$ cat config.mk
export PLATFORM = sky130hd
export DESIGN_NAME = reg_writeback
export DESIGN_NICKNAME = d
export VERILOG_FILES = /design/src/rtl/reg_writeback_pkg.sv /design/src/rtl/reg_writeback_bypass.sv /design/src/rtl/reg_writeback.sv
export SDC_FILE = /design/constraint.sdc
export NUM_CORES = 1
export LEC_CHECK = 0
export ABC_CLOCK_PERIOD_IN_PS = 2500
export BUFFER_PORTS_ARGS = -buffer_cell sky130_fd_sc_hd__buf_2
export CAP_MARGIN = 20
export CORE_UTILIZATION = 25
export DETAILED_ROUTE_END_ITERATION = 8
export GPL_TIMING_DRIVEN = 0
export HOLD_SLACK_MARGIN = 0.06
export SLEW_MARGIN = 10
export SYNTH_ARGS = -nofsm -noshare
export SYNTH_HDL_FRONTEND = slang
export SYNTH_SLANG_ARGS = --single-unit
$ cat constraint.sdc
create_clock -name clk -period 2.5 [get_ports clk]
set_input_delay 0 -clock clk [delete_from_list [all_inputs] [get_ports clk]]
set_output_delay 0 -clock clk [all_outputs]
set_load 0.01 [all_outputs]
$ cat src/rtl/reg_writeback_pkg.sv
// Shared writeback encodings: result-source selects and writeback FSM states,
// also used by the register-fetch and execute stages.
package reg_writeback_pkg;

  localparam logic [1:0] WB_SRC_ALU  = 2'd0;
  localparam logic [1:0] WB_SRC_MEM  = 2'd1;
  localparam logic [1:0] WB_SRC_LINK = 2'd2;
  localparam logic [1:0] WB_SRC_RSVD = 2'd3;

  typedef enum logic {
    WB_IDLE     = 1'b0,
    WB_WAIT_MEM = 1'b1
  } wb_state_e;

  // A write only reaches the register file if requested and not aimed at r0.
  function automatic logic wb_commit(input logic reg_write, input logic rd_nonzero);
    return reg_write & rd_nonzero;
  endfunction

endpackage

$ cat src/rtl/reg_writeback_bypass.sv
// WbBypass: forwards the value being written this cycle to the fetch-stage
// read operands. Present only when REG_WRITEBACK_BYPASS_EN is defined.
`ifdef REG_WRITEBACK_BYPASS_EN
module WbBypass #(
  parameter int REG_INDEX_BIT_WIDTH = 4,
  parameter int DBITS               = 32
) (
  input  logic                           wrtEn,
  input  logic [REG_INDEX_BIT_WIDTH-1:0] rd,
  input  logic [DBITS-1:0]               wrtData,
  input  logic [REG_INDEX_BIT_WIDTH-1:0] rs1,
  input  logic [REG_INDEX_BIT_WIDTH-1:0] rs2,
  input  logic [DBITS-1:0]               rfData1,
  input  logic [DBITS-1:0]               rfData2,
  output logic [DBITS-1:0]               outReg1,
  output logic [DBITS-1:0]               outReg2
);

  // wrtEn is never high for rd=0, so r0 reads are never forwarded.
  assign outReg1 = (wrtEn && (rd == rs1)) ? wrtData : rfData1;
  assign outReg2 = (wrtEn && (rd == rs2)) ? wrtData : rfData2;

endmodule
`endif

$ cat src/rtl/reg_writeback.sv
// Writeback stage: result select, load wait FSM and register-file write port.
// Define REG_WRITEBACK_BYPASS_EN to forward the current write to outReg1/2.
module reg_writeback
  import reg_writeback_pkg::*;
#(
  parameter int REG_INDEX_BIT_WIDTH = 4,
  parameter int DBITS               = 32
) (
  input  logic                           clk,
  input  logic                           res,
  input  logic                           exValid,
  input  logic                           exRegWrite,
  input  logic [REG_INDEX_BIT_WIDTH-1:0] exRd,
  input  logic [1:0]                     exSrc,
  input  logic [DBITS-1:0]               aluResult,
  input  logic [DBITS-1:0]               pcPlus4,
  input  logic [DBITS-1:0]               memRdata,
  input  logic                           memRvalid,
  output logic                           stall,
  output logic                           wrtEn,
  output logic [REG_INDEX_BIT_WIDTH-1:0] rd,
  output logic [DBITS-1:0]               wrtData,
  input  logic [REG_INDEX_BIT_WIDTH-1:0] rs1,
  input  logic [REG_INDEX_BIT_WIDTH-1:0] rs2,
  input  logic [DBITS-1:0]               rfData1,
  input  logic [DBITS-1:0]               rfData2,
  output logic [DBITS-1:0]               outReg1,
  output logic [DBITS-1:0]               outReg2,
  output logic                           dbg_state
);

  wb_state_e                      state_q, state_d;
  logic                           wrt_en_q, wrt_en_d;
  logic [REG_INDEX_BIT_WIDTH-1:0] rd_q, rd_d;
  logic [DBITS-1:0]               wrt_data_q, wrt_data_d;
  logic [REG_INDEX_BIT_WIDTH-1:0] ld_rd_q, ld_rd_d;
  logic                           ld_wr_q, ld_wr_d;

  // Handshake: execute offers an instruction with exValid; it is taken only
  // in IDLE. stall=1 (WAIT_MEM) tells upstream to hold, and exValid is ignored.
  always_comb begin
    state_d    = state_q;
    wrt_en_d   = 1'b0;
    rd_d       = rd_q;
    wrt_data_d = wrt_data_q;
    ld_rd_d    = ld_rd_q;
    ld_wr_d    = ld_wr_q;
    case (state_q)
      WB_IDLE: begin
        if (exValid) begin
          if (exSrc == WB_SRC_MEM) begin
            ld_rd_d = exRd;
            ld_wr_d = exRegWrite;
            state_d = WB_WAIT_MEM;
          end else begin
            rd_d     = exRd;
            wrt_en_d = wb_commit(exRegWrite, exRd != '0);
            case (exSrc)
              WB_SRC_ALU:  wrt_data_d = aluResult;
              WB_SRC_LINK: wrt_data_d = pcPlus4;
              default:     wrt_data_d = '0;
            endcase
          end
        end
      end
      WB_WAIT_MEM: begin
        if (memRvalid) begin
          rd_d       = ld_rd_q;
          wrt_data_d = memRdata;
          wrt_en_d   = wb_commit(ld_wr_q, ld_rd_q != '0);
          state_d    = WB_IDLE;
        end
      end
      default: state_d = WB_IDLE;
    endcase
  end

  always_ff @(posedge clk) begin
    if (res) begin
      state_q    <= WB_IDLE;
      wrt_en_q   <= 1'b0;
      rd_q       <= '0;
      wrt_data_q <= '0;
      ld_rd_q    <= '0;
      ld_wr_q    <= 1'b0;
    end else begin
      state_q    <= state_d;
      wrt_en_q   <= wrt_en_d;
      rd_q       <= rd_d;
      wrt_data_q <= wrt_data_d;
      ld_rd_q    <= ld_rd_d;
      ld_wr_q    <= ld_wr_d;
    end
  end

  assign stall     = (state_q == WB_WAIT_MEM);
  assign wrtEn     = wrt_en_q;
  assign rd        = rd_q;
  assign wrtData   = wrt_data_q;
  assign dbg_state = state_q;

`ifdef REG_WRITEBACK_BYPASS_EN
  WbBypass #(
    .REG_INDEX_BIT_WIDTH(REG_INDEX_BIT_WIDTH),
    .DBITS              (DBITS)
  ) u_bypass (
    .wrtEn  (wrt_en_q),
    .rd     (rd_q),
    .wrtData(wrt_data_q),
    .rs1    (rs1),
    .rs2    (rs2),
    .rfData1(rfData1),
    .rfData2(rfData2),
    .outReg1(outReg1),
    .outReg2(outReg2)
  );
`else
  assign outReg1 = rfData1;
  assign outReg2 = rfData2;
  logic unused_rs;
  assign unused_rs = ^{rs1, rs2};
`endif

endmodule

# Word level (Yosys, flattened, before mapping)
# Index checks and enable logic that the tools add are counted.
[totals]
ff_bits = 43
out_inout_bits = 103
[op_classes]
reduce_logical = 5
eq_ne = 5
muxes = 17
bitwise = 3
[ops]
columns = ["operator", "n"]
rows = [
  ["32-bit one-hot mux with 2 select lines", 2],
  ["32-bit 2-to-1 mux", 3],
  ["4-bit 2-to-1 mux", 3],
  ["4-bit one-hot mux with 2 select lines", 1],
  ["4-bit nonzero test", 2],
  ["1-bit 2-to-1 mux", 6],
  ["2-bit != test, second input constant", 3],
  ["3-bit AND reduction", 2],
  ["1-bit one-hot mux with 2 select lines", 2],
  ["1-bit bitwise AND", 2],
  ["2-bit by 1-bit == test with 1-bit output, second input constant", 1],
  ["2-bit == test, second input constant", 1],
  ["2-bit logical NOT", 1],
  ["1-bit NOT", 1],
]

# Longest topological paths before layout
# Gate-level depths: netlist (run 1).
[logic_depth]
depth_word = 5
depth_mapped = 6
depth_no_buf = 3

# Worst setup path after synthesis (run 1)
# Ideal clock, no wire load.
[synth_path]
path_kind = "register -> register"
start = "reg state_q, in the netlist dbg_state"
end = "reg rd_q[1], in the netlist rd[1]"
arrival_time_ps = 1166
slack_ps = 1188
t_required_ps = 2354
path_buffers = 2
setup_ps = 146
stages_incl_launch_ff = 6
period_less_slack_ps = 1312
cell_sequence = "dfxtp_1 -> nor2b_1 -> buf_4 -> buf_2 -> a211oi_1 -> a211oi_2"
[synth_via]
elab_chain_len = 3
elab_cells_between_ends = 6
classes_between = "eq/ne (3); mux (1); bitwise (1); reduce/logical (1)"
[synth_rtl]
columns = ["item", "line", "text"]
rows = [
  ["start, declared", "reg_writeback.sv:32", "wb_state_e state_q, state_d;"],
  ["start signal, assigned", "reg_writeback.sv:87", "state_q <= state_d;"],
  ["1-bit NOT", "-", ""],
  ["2-bit != test (no source line)", "-", ""],
  ["3-bit AND reduction (no source line)", "-", ""],
  ["end signal, assigned", "reg_writeback.sv:89", "rd_q <= rd_d;"],
  ["end, declared", "reg_writeback.sv:34", "logic [REG_INDEX_BIT_WIDTH-1:0] rd_q, rd_d;"],
]
# Parallel ways exist; a longest one is shown, timed or not.
# A chain may end at the register's enable or synchronous reset.

# Worst setup path in the final report (run 1)
[layout_path]
start = "reg state_q, in the netlist dbg_state"
end = "reg wrt_data_q[27], in the netlist wrtData[27]"
[layout_via]
elab_chain_len = 3
elab_cells_between_ends = 6
classes_between = "eq/ne (3); mux (1); bitwise (1); reduce/logical (1)"
[layout_rtl]
columns = ["item", "line", "text"]
rows = [
  ["1-bit NOT", "-", ""],
  ["2-bit != test (no source line)", "-", ""],
  ["3-bit AND reduction (no source line)", "-", ""],
  ["end signal, assigned", "reg_writeback.sv:90", "wrt_data_q <= wrt_data_d;"],
  ["end, declared", "reg_writeback.sv:35", "logic [DBITS-1:0] wrt_data_q, wrt_data_d;"],
]
# Parallel ways exist; a longest one is shown, timed or not.

==> results of run 1 <==
==> power groups by stage <==
stage	clock network (W)	registers, W	logic, W
after global routing	0.000831	0.000776	0.000735
after CTS	0.000805	0.000769	0.000688
after floorplan	0	0.000808	0.000399
after global placement	0	0.000783	0.000669
final	0.000781	0.000770	0.000675
after detailed placement	0	0.000784	0.000679
==> final cells by class <==
type                            instances  area share (%)
Multi-Input combinational cell        163           32.72
Sequential cell                        43           18.93
Timing Repair Buffer                  213           24.11
Inverter                                1         0.08255
Clock buffer                            6           3.054
Tap cell                              147           4.045
Clock inverter                          2          0.8531
Buffer                                 98           16.21
==> through the flow <==
step / cells / power [W] / setup slack, ns
after floorplan: 305 / 0.001207 / 1.188
after global placement: 659 / 0.001453 / 0.9647
after detailed placement: 659 / 0.001463 / 0.9614
after CTS: 673 / 0.002262 / 0.9374
after global routing: 673 / 0.002341 / 0.8624
final: 673 / 0.002226 / 0.9947
==> kinds of logic (layout without fill, tap and decap cells) <==
kind of cell           after synthesis  in the layout
flip-flops                          43             43
AND/OR/NAND/NOR                     15             15
buffers and inverters               99            320
multiplexers                        41             41
AO/OA/AOI/OAI                      107            107
==> worst min path at each step <==
stage | from | end | cells after the start
4_1_cts | res | wrtData[8]$_SDFFE_PP0P_ | 2
5_1_grt | memRdata[6] | wrtData[6]$_SDFFE_PP0P_ | 3
3_5_place_dp | rfData1[28] | outReg1[28] | 2
3_3_place_gp | rfData1[17] | outReg1[17] | 2
2_1_floorplan | rfData1[0] | outReg1[0] | 1
6_report | memRdata[15] | wrtData[15]$_SDFFE_PP0P_ | 3
==> cells in the final DEF, fill, tap and decap left out, types with 2 or more instances in the layout <==
cell type and instances:
buf_2 220, buf_4 69, dfxtp_1 43, a211oi_1 42, mux2_2 32, a22oi_1 32, a211oi_2 30, mux2i_1 9
buf_6 8, nor2_1 7, dlygate4sd3_1 6, clkbuf_1 5, clkbuf_16 5, buf_8 3, or4_1 2, a21oi_1 2
==> flip-flops by register name, indices dropped and copies added, names as in the netlist <==
| register | cells |
|---|---|
| wrtEn | 1 |
| rd | 4 |
| ld_rd_q | 4 |
| wrtData | 32 |
| ld_wr_q | 1 |
| dbg_state | 1 |
==> worst max-delay path, cell delays in order (launching register included) <==
cell      delay, ns
dfxtp_1        0.36
nor2_1         0.36
buf_2          0.33
a22oi_1        0.14
a211oi_2       0.22
==> metal layers <==
| layer | wire (um) | part of all wire [%] | vias to the layer above |
|---|---|---|---|
| li1 | - | - | 1528 |
| met1 | 4001 | 40 | 1424 |
| met2 | 5376 | 54 | 132 |
| met3 | 554 | 5.6 | 2 |
| met4 | 19 | 0.19 | 0 |
| met5 | 0 | 0 | - |
==> results.md, run 1 <==
* Clock-pin slew of the registers on the worst-case setup and hold paths at 0.07 ns
* Ys flop type: dfxtp_1
* Setup violations, final at 0
* YS warnings at 0
* FILL cells at 1,246
* CTS tree: yes
* Routed WL at 9952 um
* Cts repair resizes at 0
* Post-synthesis sequential area ratio at 27.87%
* Yosys top cell area share at 27.87%
* Met1 GRT Util at 16.24%
* Post-route ant nets at 0
* Count leader, synth: buf_4
* CP startpoint kind: register
* GRT Overall Usage at 14.62%
* Clock network fraction of design power at 35.1%
* Root Buffer: clkbuf_16
* Final period utilization at 60.21%
* Unrepaired setup endpoints after global routing: false
* Detailed-route via count at 3,086
* Hold Slack at 0.1120 ns
* Final hold vios at 0
* Max Fclk at 664.3 MHz
* CP Capture Point: wrtData[27]$_SDFFE_PP0P_
* # rows at 40
* Synth cell types at 22
* Global Route met2 Usage at 29.45%
* Sequential Power Share at 34.6%
* CTS buffer count at 5
* Met3 GRT Util at 2.357%
* Setup CP Type: reg -> reg
* Initial Util at 25.72%
* Pin count of the biggest net entering global routing at 15
* Combinational power share at 30.3%
* # hold bufs at CTS at 6
* Fin crit period at 1.505 ns
* Asr flop ratio synth at 0%
* Multi-input gate area at 0.001488 sq mm
* DR WL/cell at 14.79 um
* WP data arrival at 1.70 ns
* Rel. slew slack at 48.33%
* Clock tree sinks at 43
* Post-synth EDFFs at 0
* Post-Synth Simple-Gate Area at 2.876%
* Via density at 4.585
* IO Pins at 282
* # diodes at 0
* Synthesized area at 0.003089 sq mm
* Proportion of synthesized area in mux cells at 14.58%
* Grt peak-use layer: met2
* Crit path from: dbg_state$_SDFF_PP0_
* Port Buffers at 207
* RD Place Congestion at 0.6974
* Ranking of synthesized cells by area: dfxtp_1 28%, buf_4 17%, a211oi_2 12%, mux2_2 12%, a211oi_1 10%
* Register-to-Register Path Depth at 4
* H-tree levels at 2
* Max Cap Viol at 0
* NumNets Final at 704
* Reg-to-reg startpoint: dbg_state$_SDFF_PP0_
* Pleak at 2.178 nW
* Placement Cell Area at 0.004309 sq mm
* Worst Max-Slew Pin Slew at 0.7751 ns
* Worst-path maximum fanout at 10
* Main combinational cell family by area after synthesis: compound AO/OA/AOI/OAI gates
* Synth Area in Adders at 0%
* Postcts setup bufs at 0
* Initial antenna violation count at 0
* Final Max Slew Viols at 0
* Synthesized area per cell at 10.13 sq um
* Share of layout cells above drive strength 1 at 70.53%
* FF+latch area at 860.8 sq um
* Die Span Y at 113.2 um
* Worst-Skew Late Latency at 0.28 ns
* Post-synthesis compound-gate area fraction at 30.70%
* Reg2Reg Capture Point: wrtData[27]$_SDFFE_PP0P_
* Final Util at 37.85%
* HP Class: in -> reg
* Post-Synthesis Net Count at 484
* Max VDD drop at 276.8 uV
* Crit path capture type: register
* DR DRC count at 0
* WP data required at 2.70 ns
* Clock skew at 0.005351 ns
* R2R setup slack at 0.99 ns
* Top cells by count, synth: 69 x buf_4, 43 x dfxtp_1, 42 x a211oi_1, 32 x a22oi_1, 32 x mux2_2
* Pint at 0.001603 W
* DR pass1 iterations at 4
* Vias in the first global route at 2,888
* Grt ovf at 0
* Outcome: finished clean
* Synthesis-to-layout area growth at 47.19%
* Net Sw Frac at 28.00%
* Psw at 0.0006235 W
* Yosys reg bits at 43
* Post-DP HPWL at 7926 um
* First DRT Iteration DRCs at 84
* Design area at 0.004547 sq mm
* Clock Path Buffers at 2
* Pwr/cell area at 489.7 mW/mm^2
* Total negative setup slack at 0 ns
* Area leader, netlist: dfxtp_1
* Synth Instances at 305
* Die ar. at 0.01281 sq mm
* Wire length of the first global-routing pass at 14,670 um
* Core Area at 0.01201 sq mm
* Die width at 113.2 um
* Xor and xnor area share after synthesis at 0%
(Power assumes the default switching activity.)
==> inputs of run 2 (changes only) <==
--- a/config.mk
+++ b/config.mk
@@ -5,7 +5,7 @@
 export SDC_FILE = /design/constraint.sdc
 export NUM_CORES = 1
 export LEC_CHECK = 0
-export ABC_CLOCK_PERIOD_IN_PS = 2500
+export ABC_CLOCK_PERIOD_IN_PS = 1200
 export BUFFER_PORTS_ARGS = -buffer_cell sky130_fd_sc_hd__buf_2
 export CAP_MARGIN = 20
 export CORE_UTILIZATION = 25
==> constraint.sdc (replaced) <==
create_clock -name clk -period 1.2 [get_ports clk]
set_input_delay 0 -clock clk [delete_from_list [all_inputs] [get_ports clk]]
set_output_delay 0 -clock clk [all_outputs]
set_load 0.01 [all_outputs]
==> run 2 against run 1 <==
Effect of this change:
- final cell count up 0.59%
- clock skew up 0.0021 ns
- setup slack worse by 1.1 ns
- maximum frequency up 20%
- sequential power up 110%
- the run now ends with negative setup slack left
- non-clock buffer count up 4
- highest routed layer unchanged
- critical path depth unchanged
- critical path type unchanged
- combinational power up 140%
- via count up 2.2%
==> results.md, run 2 (synthesis gave the netlist of run 1 again) <==
* Share of layout cells above drive strength 1 at 79.62% (+9.1 points)
* CP startpoint kind: register
* Pin count of the biggest net entering global routing at 14 (-1)
* Crit path capture type: register
* Die width at 113.2 um (unchanged)
* Wire length of the first global-routing pass at 15,680 um (+6.9%)
* Routed WL at 10,300 um (+3.5%)
* Non-Filler Instances at 677 (+0.59%)
* Via density at 4.659 (+1.6%)
* Initial antenna violation count at 0 (unchanged)
* Uppermost layer routed: met4
* CTS buffer count at 5 (unchanged)
* Vias in the first global route at 3,098 (+7.3%)
* Max VDD drop at 631.1 uV (+130%)
* Max reg flops at 32 (unchanged)
* Setup violations, final at 37 (+37)
* Net Sw Frac at 29.97% (+2.0 points)
* Pleak at 2.277 nW (+4.5%)
* Rel. slew slack at 48.93% (+0.60 points)
* CP Buf/Inv Count at 1 (unchanged)
* Most common cell after layout, fill and taps aside: buf_2
* Final period utilization at 104.9% (+45 points)
* Clock tree sinks at 43 (unchanged)
* Core Area at 0.01201 sq mm (unchanged)
* Post-route ant nets at 0 (unchanged)
* Max Fclk at 794.7 MHz (+20%)
* # diodes at 0 (unchanged)
* Grt ovf at 0 (unchanged)
* Final Worst Setup Slack at -0.05832 ns (-1.053 ns)
* Max Cap Viol at 0 (unchanged)
* Outcome: finished, violations left
* Die Span Y at 113.2 um (unchanged)
* Port Buffers at 207 (unchanged)
* Synthesis-to-layout area growth at 61.04%
* Worst-path maximum fanout at 6 (-4)
* Placed cells at 659 (unchanged)
* Die ar. at 0.01281 sq mm (unchanged)
* HP Class: in -> reg
* NumNets Final at 708 (+0.57%)
* WP data required at 1.36 ns (-1.34 ns)
* First DRT Iteration DRCs at 73 (-13%)
* Psw at 0.001373 W (+120%)
* Fin crit period at 1.258 ns (-0.2469 ns)
* IO Pins at 282 (unchanged)
* CTS tree: yes
* Final Max Slew Viols at 0 (unchanged)
* Worst-Skew Late Latency at 0.28 ns (about the same)
* Clock Path Buffers at 2 (unchanged)
* FF+latch area at 864.6 sq um (+0.44%)
* Clock network fraction of design power at 29.1% (-6.0 points)
* Sequential Power Share at 35.4% (+0.8 points)
* Critical path's top delay family: flip-flops
* Worst path max stage delay at 0.37 ns (about the same)
* Clock skew at 0.007458 ns (+0.002107 ns)
* Slowest cell on the critical path: dfxtp_4
* Pre-CTS WS at -0.4016 ns (-1.363 ns)
* RD Place Congestion at 0.7125 (+2.2%)
* Failing checks: negative setup slack
* Pwr/cell area at 920.7 mW/mm^2 (+88%)
* Root Buffer: clkbuf_16
* Initial Util at 25.72% (unchanged)
* Combinational power share at 35.5% (+5.2 points)
* Multi-input gate area at 0.001750 sq mm (+18%)
* H-tree levels at 2 (unchanged)
* DR pass1 iterations at 4 (unchanged)
* GRT Overall Usage at 15.57% (+0.94 points)
* DR DRC count at 0 (unchanged)
* Met2 WL post-DR at 5574 um (+3.7%)
* # rows at 40 (unchanged)
* Worst Max-Slew Pin Slew at 0.7661 ns (-0.009060 ns)
* Most frequent cells in the layout: 207 x buf_2, 69 x buf_4, 62 x a211oi_2
* Unrepaired setup endpoints after global routing: true
* Clock-pin slew of the registers on the worst-case setup and hold paths at 0.06 ns (about the same)
* Final hold vios at 0 (unchanged)
* WP data arrival at 1.41 ns (-0.29 ns)
* Post-DP HPWL at 8076 um (+1.9%)
* Hold Slack at 0.1203 ns (+0.008289 ns)
* Post-Route M1 WL at 4145 um (+3.6%)
* Detailed-route via count at 3,154 (+2.2%)
* CP cell instances: nor4bb_1, buf_4, mux2i_1, nor2_1
* DR WL/cell at 15.22 um (+2.9%)
* Pint at 0.003207 W (+100%)
* FILL cells at 1,208 (-3.0%)
* Metal3 WL at 549 um (-0.90%)
* Setup CP Type: reg -> reg
## run 2: cell count changes in the layout (fill, tap and decap cells not counted), moves of 9 or more
cell,previous run,this run
a211oi_1,42,6
a211oi_2,30,62
buf_2,220,207
buf_6,8,18
buf_12,0,9
## run 2: area by class of cell
type,count,area share [%]
Buffer,98,18.03
Clock buffer,6,2.591
Clock inverter,2,0.2515
Inverter,1,0.07545
Multi-Input combinational cell,163,35.19
Sequential cell,43,17.38
Tap cell,147,3.697
Timing Repair Buffer,217,22.79
## run 2: worst register-to-register path: cells and delay by family, from the launching register on
family | cells | cell delay, ns
simple gates | 2 | 0.33
mux | 1 | 0.21
buf+inv | 1 | 0.22
flops | 1 | 0.37
## run 2: what timing repair did
action / in CTS / in global routing
buffers inserted: 4 / 0
hold buffers: 6 / 0
pin swaps: 11 / 5
endpoints found under the hold margin: 7 / 0
resized for setup: 46 / 14
setup endpoints to repair: 42 / 41
## run 2: per-stage QoR
stage	instance area, sq um	utilization [%]	TNS, ns	total power [W]
6_report	4975	41.42	-0.7542	0.004580
5_1_grt	4975	41.42	-2.805	0.004841
4_1_cts	4903	40.82	-0.5218	0.004614
3_5_place_dp	4484	37.33	-10.78	0.003144
3_3_place_gp	4484	37.33	-8.959	0.003115
2_1_floorplan	3264	-	0	0.002602
## run 2: per-layer routing
metal	GRT usage, %	up-vias
li1	-	1536
met1	17.70	1485
met2	30.88	129
met3	2.196	4
met4	2.368	0
met5	0	-
## run 2: path summary, 6_finish.rpt
kind	to	cells past startpoint	startpoint	slack (ns)
max	ld_rd_q[3]$_SDFFE_PP0P_	4	dbg_state$_SDFF_PP0_	-0.06
min	wrtData[29]$_SDFFE_PP0P_	3	memRdata[29]	0.12
max reg2reg	ld_rd_q[3]$_SDFFE_PP0P_	4	dbg_state$_SDFF_PP0_	-0.06
min reg2reg	wrtEn$_SDFF_PP0_	2	ld_wr_q$_SDFFE_PP0P_	0.48
## run 2: power by group through the flow
stage | registers [W] | logic [W] | clock network [W]
2_1_floorplan | 0.00169 | 0.000907 | 0
3_3_place_gp | 0.00164 | 0.00147 | 0
3_5_place_dp | 0.00165 | 0.00150 | 0
4_1_cts | 0.00162 | 0.00161 | 0.00138
5_1_grt | 0.00164 | 0.00175 | 0.00145
6_report | 0.00162 | 0.00163 | 0.00133
==> inputs of run 3 (changes only) <==
--- a/config.mk
+++ b/config.mk
@@ -12,6 +12,7 @@
 export DETAILED_ROUTE_END_ITERATION = 8
 export GPL_TIMING_DRIVEN = 0
 export HOLD_SLACK_MARGIN = 0.06
+export SETUP_SLACK_MARGIN = 0.02
 export SLEW_MARGIN = 10
 export SYNTH_ARGS = -nofsm -noshare
 export SYNTH_HDL_FRONTEND = slang
==> run 3 against run 2 <==
Effect of this change:
- the run still ends with negative setup slack left
- worst hold slack got worse by 0.0027 ns
- flip-flop and latch count did not move
- non-clock buffer count up 3
- final cell count up 0.44%
- critical endpoint is now wrtData[15]$_SDFFE_PP0P_
==> results.md, run 3 (synthesis gave the netlist of run 1 again) <==
* Total power at 0.004907 W (+7.1%)
* Core Area at 0.01201 sq mm (unchanged)
* HP Class: in -> reg
* FILL cells at 1,207 (-0.083%)
* Setup CP Type: reg -> reg
* Share of layout cells above drive strength 1 at 78.61% (-1.0 points)
* CP cell instances: nor2b_2, buf_6, buf_8, a211oi_2, a211oi_2
* Most common cell after layout, fill and taps aside: buf_2
* GRT Overall Usage at 15.39% (-0.18 points)
* CTS tree: yes
* Worst-Skew Late Latency at 0.28 ns (about the same)
* Outcome: finished, violations left
* # diodes at 0 (unchanged)
* IO Pins at 282 (unchanged)
* Initial antenna violation count at 0 (unchanged)
* Placement Cell Area at 0.004496 sq mm (+0.25%)
* # rows at 40 (unchanged)
* Die Span Y at 113.2 um (unchanged)
* Hold Slack at 0.1176 ns (-0.002722 ns)
* RD Place Congestion at 0.6958 (-2.3%)
* Unrepaired setup endpoints after global routing: true
* Worst Max-Slew Pin Slew at 0.8016 ns (+0.03556 ns)
* Initial Util at 25.72% (unchanged)
* NumNets Final at 711 (+0.42%)
* Clock Path Buffers at 2 (unchanged)
* DR DRC count at 0 (unchanged)
* Die ar. at 0.01281 sq mm (unchanged)
* H-tree levels at 2 (unchanged)
* WP data required at 1.40 ns (+0.04 ns)
* Wire length of the first global-routing pass at 15,640 um (-0.22%)
* Final Worst Setup Slack at -0.04700 ns (+0.01132 ns)
* Worst path max stage delay at 0.37 ns (about the same)
* Pwr/cell area at 989.1 mW/mm^2 (+7.4%)
* Routed WL at 10,410 um (+1.0%)
* Slowest cell on the critical path: dfxtp_4
* Max VDD drop at 505.6 uV (-20%)
* DR WL/cell at 15.31 um (+0.56%)
* Failing checks: negative setup slack
* Uppermost layer routed: met4
* Design area at 0.004961 sq mm (-0.28%)
* Clock skew at 0.006594 ns (-0.0008640 ns)
* Clock-pin slew of the registers on the worst-case setup and hold paths at 0.06 ns (about the same)
* First DRT Iteration DRCs at 86 (+18%)
* WP data arrival at 1.45 ns (+0.04 ns)
* Port Buffers at 207 (unchanged)
* Setup violations, final at 34 (-8.1%)
* Metal3 WL at 546 um (-0.55%)
* Most frequent cells in the layout: 207 x buf_2, 75 x buf_4, 61 x a211oi_2
* Pleak at 2.296 nW (+0.82%)
* Most used cell, CP: a211oi_2
* Post-Route M1 WL at 4148 um (about the same)
* Max Fclk at 801.9 MHz (+0.91%)
* Root Buffer: clkbuf_16
* Vias in the first global route at 3,158 (+1.9%)
* Pin count of the biggest net entering global routing at 14 (unchanged)
* Rel. slew slack at 46.56% (-2.4 points)
* Crit path capture type: register
* Fin crit period at 1.247 ns (-0.01132 ns)
* Detailed-route via count at 3,178 (+0.76%)
* Final period utilization at 103.9% (-0.94 points)
* Final hold vios at 0 (unchanged)
* Grt ovf at 0 (unchanged)
* Final Max Slew Viols at 0 (unchanged)
* Clock tree sinks at 43 (unchanged)
* Synthesis-to-layout area growth at 60.59%
* Die width at 113.2 um (unchanged)
* Worst-path maximum fanout at 10 (+4)
* Post-route ant nets at 0 (unchanged)
* Max Cap Viol at 0 (unchanged)
* Post-DP HPWL at 8096 um (+0.25%)
* Via density at 4.674 (+0.32%)
* Met2 WL post-DR at 5636 um (+1.1%)
* DR pass1 iterations at 4 (unchanged)
* CP startpoint kind: register
* CTS buffer count at 5 (unchanged)
* Max reg flops at 32 (unchanged)
==> run 3: cell types whose count changed in the layout (fill, tap and decap cells not counted), moves of 2 or more <==
cell | before | now
a211oi_4 | 4 | 2
a22oi_2 | 8 | 4
buf_12 | 9 | 5
buf_4 | 69 | 75
a22oi_1 | 24 | 28
buf_8 | 1 | 4
a211oi_1 | 6 | 9
buf_6 | 18 | 16
==> run 3: through the flow <==
step / setup TNS [ns] / setup slack (ns) / std cells / utilization [%]
after floorplan: 0 / 0.04185 / 305 / -
after global placement: -14.90 / -0.5061 / 659 / 37.43
after detailed placement: -15.20 / -0.5282 / 659 / 37.43
after CTS: -0.9283 / -0.04697 / 679 / 40.77
after global routing: -2.933 / -0.1101 / 680 / 41.30
final: -0.8574 / -0.04700 / 680 / 41.30
==> run 3: repair_timing <==
action,in CTS,in global routing
endpoints found under the hold margin,7,0
resized for setup,30,11
pin swaps,2,1
setup buffers,6,1
gates cloned,0,0
endpoints found under the setup margin,42,42
hold buffers,6,0
==> run 3: report_power, final <==
group          internal (W)  total [W]  switching [W]
sequential          0.00154    0.00162      0.0000781
combinational      0.000877    0.00159       0.000715
clock               0.00111    0.00169       0.000584
total               0.00353    0.00491        0.00138
==> run 3: final timing paths <==
check                       start                       end  slack (ns)  cells after the start
max          dbg_state$_SDFF_PP0_  wrtData[15]$_SDFFE_PP0P_       -0.05                      5
min reg2reg  ld_wr_q$_SDFFE_PP0P_          wrtEn$_SDFF_PP0_        0.47                      2
max reg2reg  dbg_state$_SDFF_PP0_  wrtData[15]$_SDFFE_PP0P_       -0.05                      5
min                           res  wrtData[10]$_SDFFE_PP0P_        0.12                      2
==> run 3: area by class of cell <==
type / count / area (sq um) / area share [%]
Multi-Input combinational cell: 163 / 1707 / 34.40
Timing Repair Buffer: 220 / 1149 / 23.15
Buffer: 98 / 869.6 / 17.53
Sequential cell: 43 / 864.6 / 17.43
Tap cell: 147 / 183.9 / 3.707
Clock buffer: 7 / 153.9 / 3.102
Clock inverter: 1 / 30.03 / 0.6053
Inverter: 1 / 3.754 / 0.07566
==> run 3: layer usage <==
layer / global-route usage, % / up-vias
li1: - / 1538
met1: 17.20 / 1487
met2: 31.17 / 146
met3: 2.035 / 7
met4: 2.018 / 0
met5: 0 / -
==> run 3: worst max-delay path, delay by kind of cell, from the launching register on <==
family                 cells  cell delay (ns)
AOI/OAI and AO/OA          2             0.29
and+or+nand+nor            1             0.16
DFF                        1             0.37
buffers and inverters      2             0.35
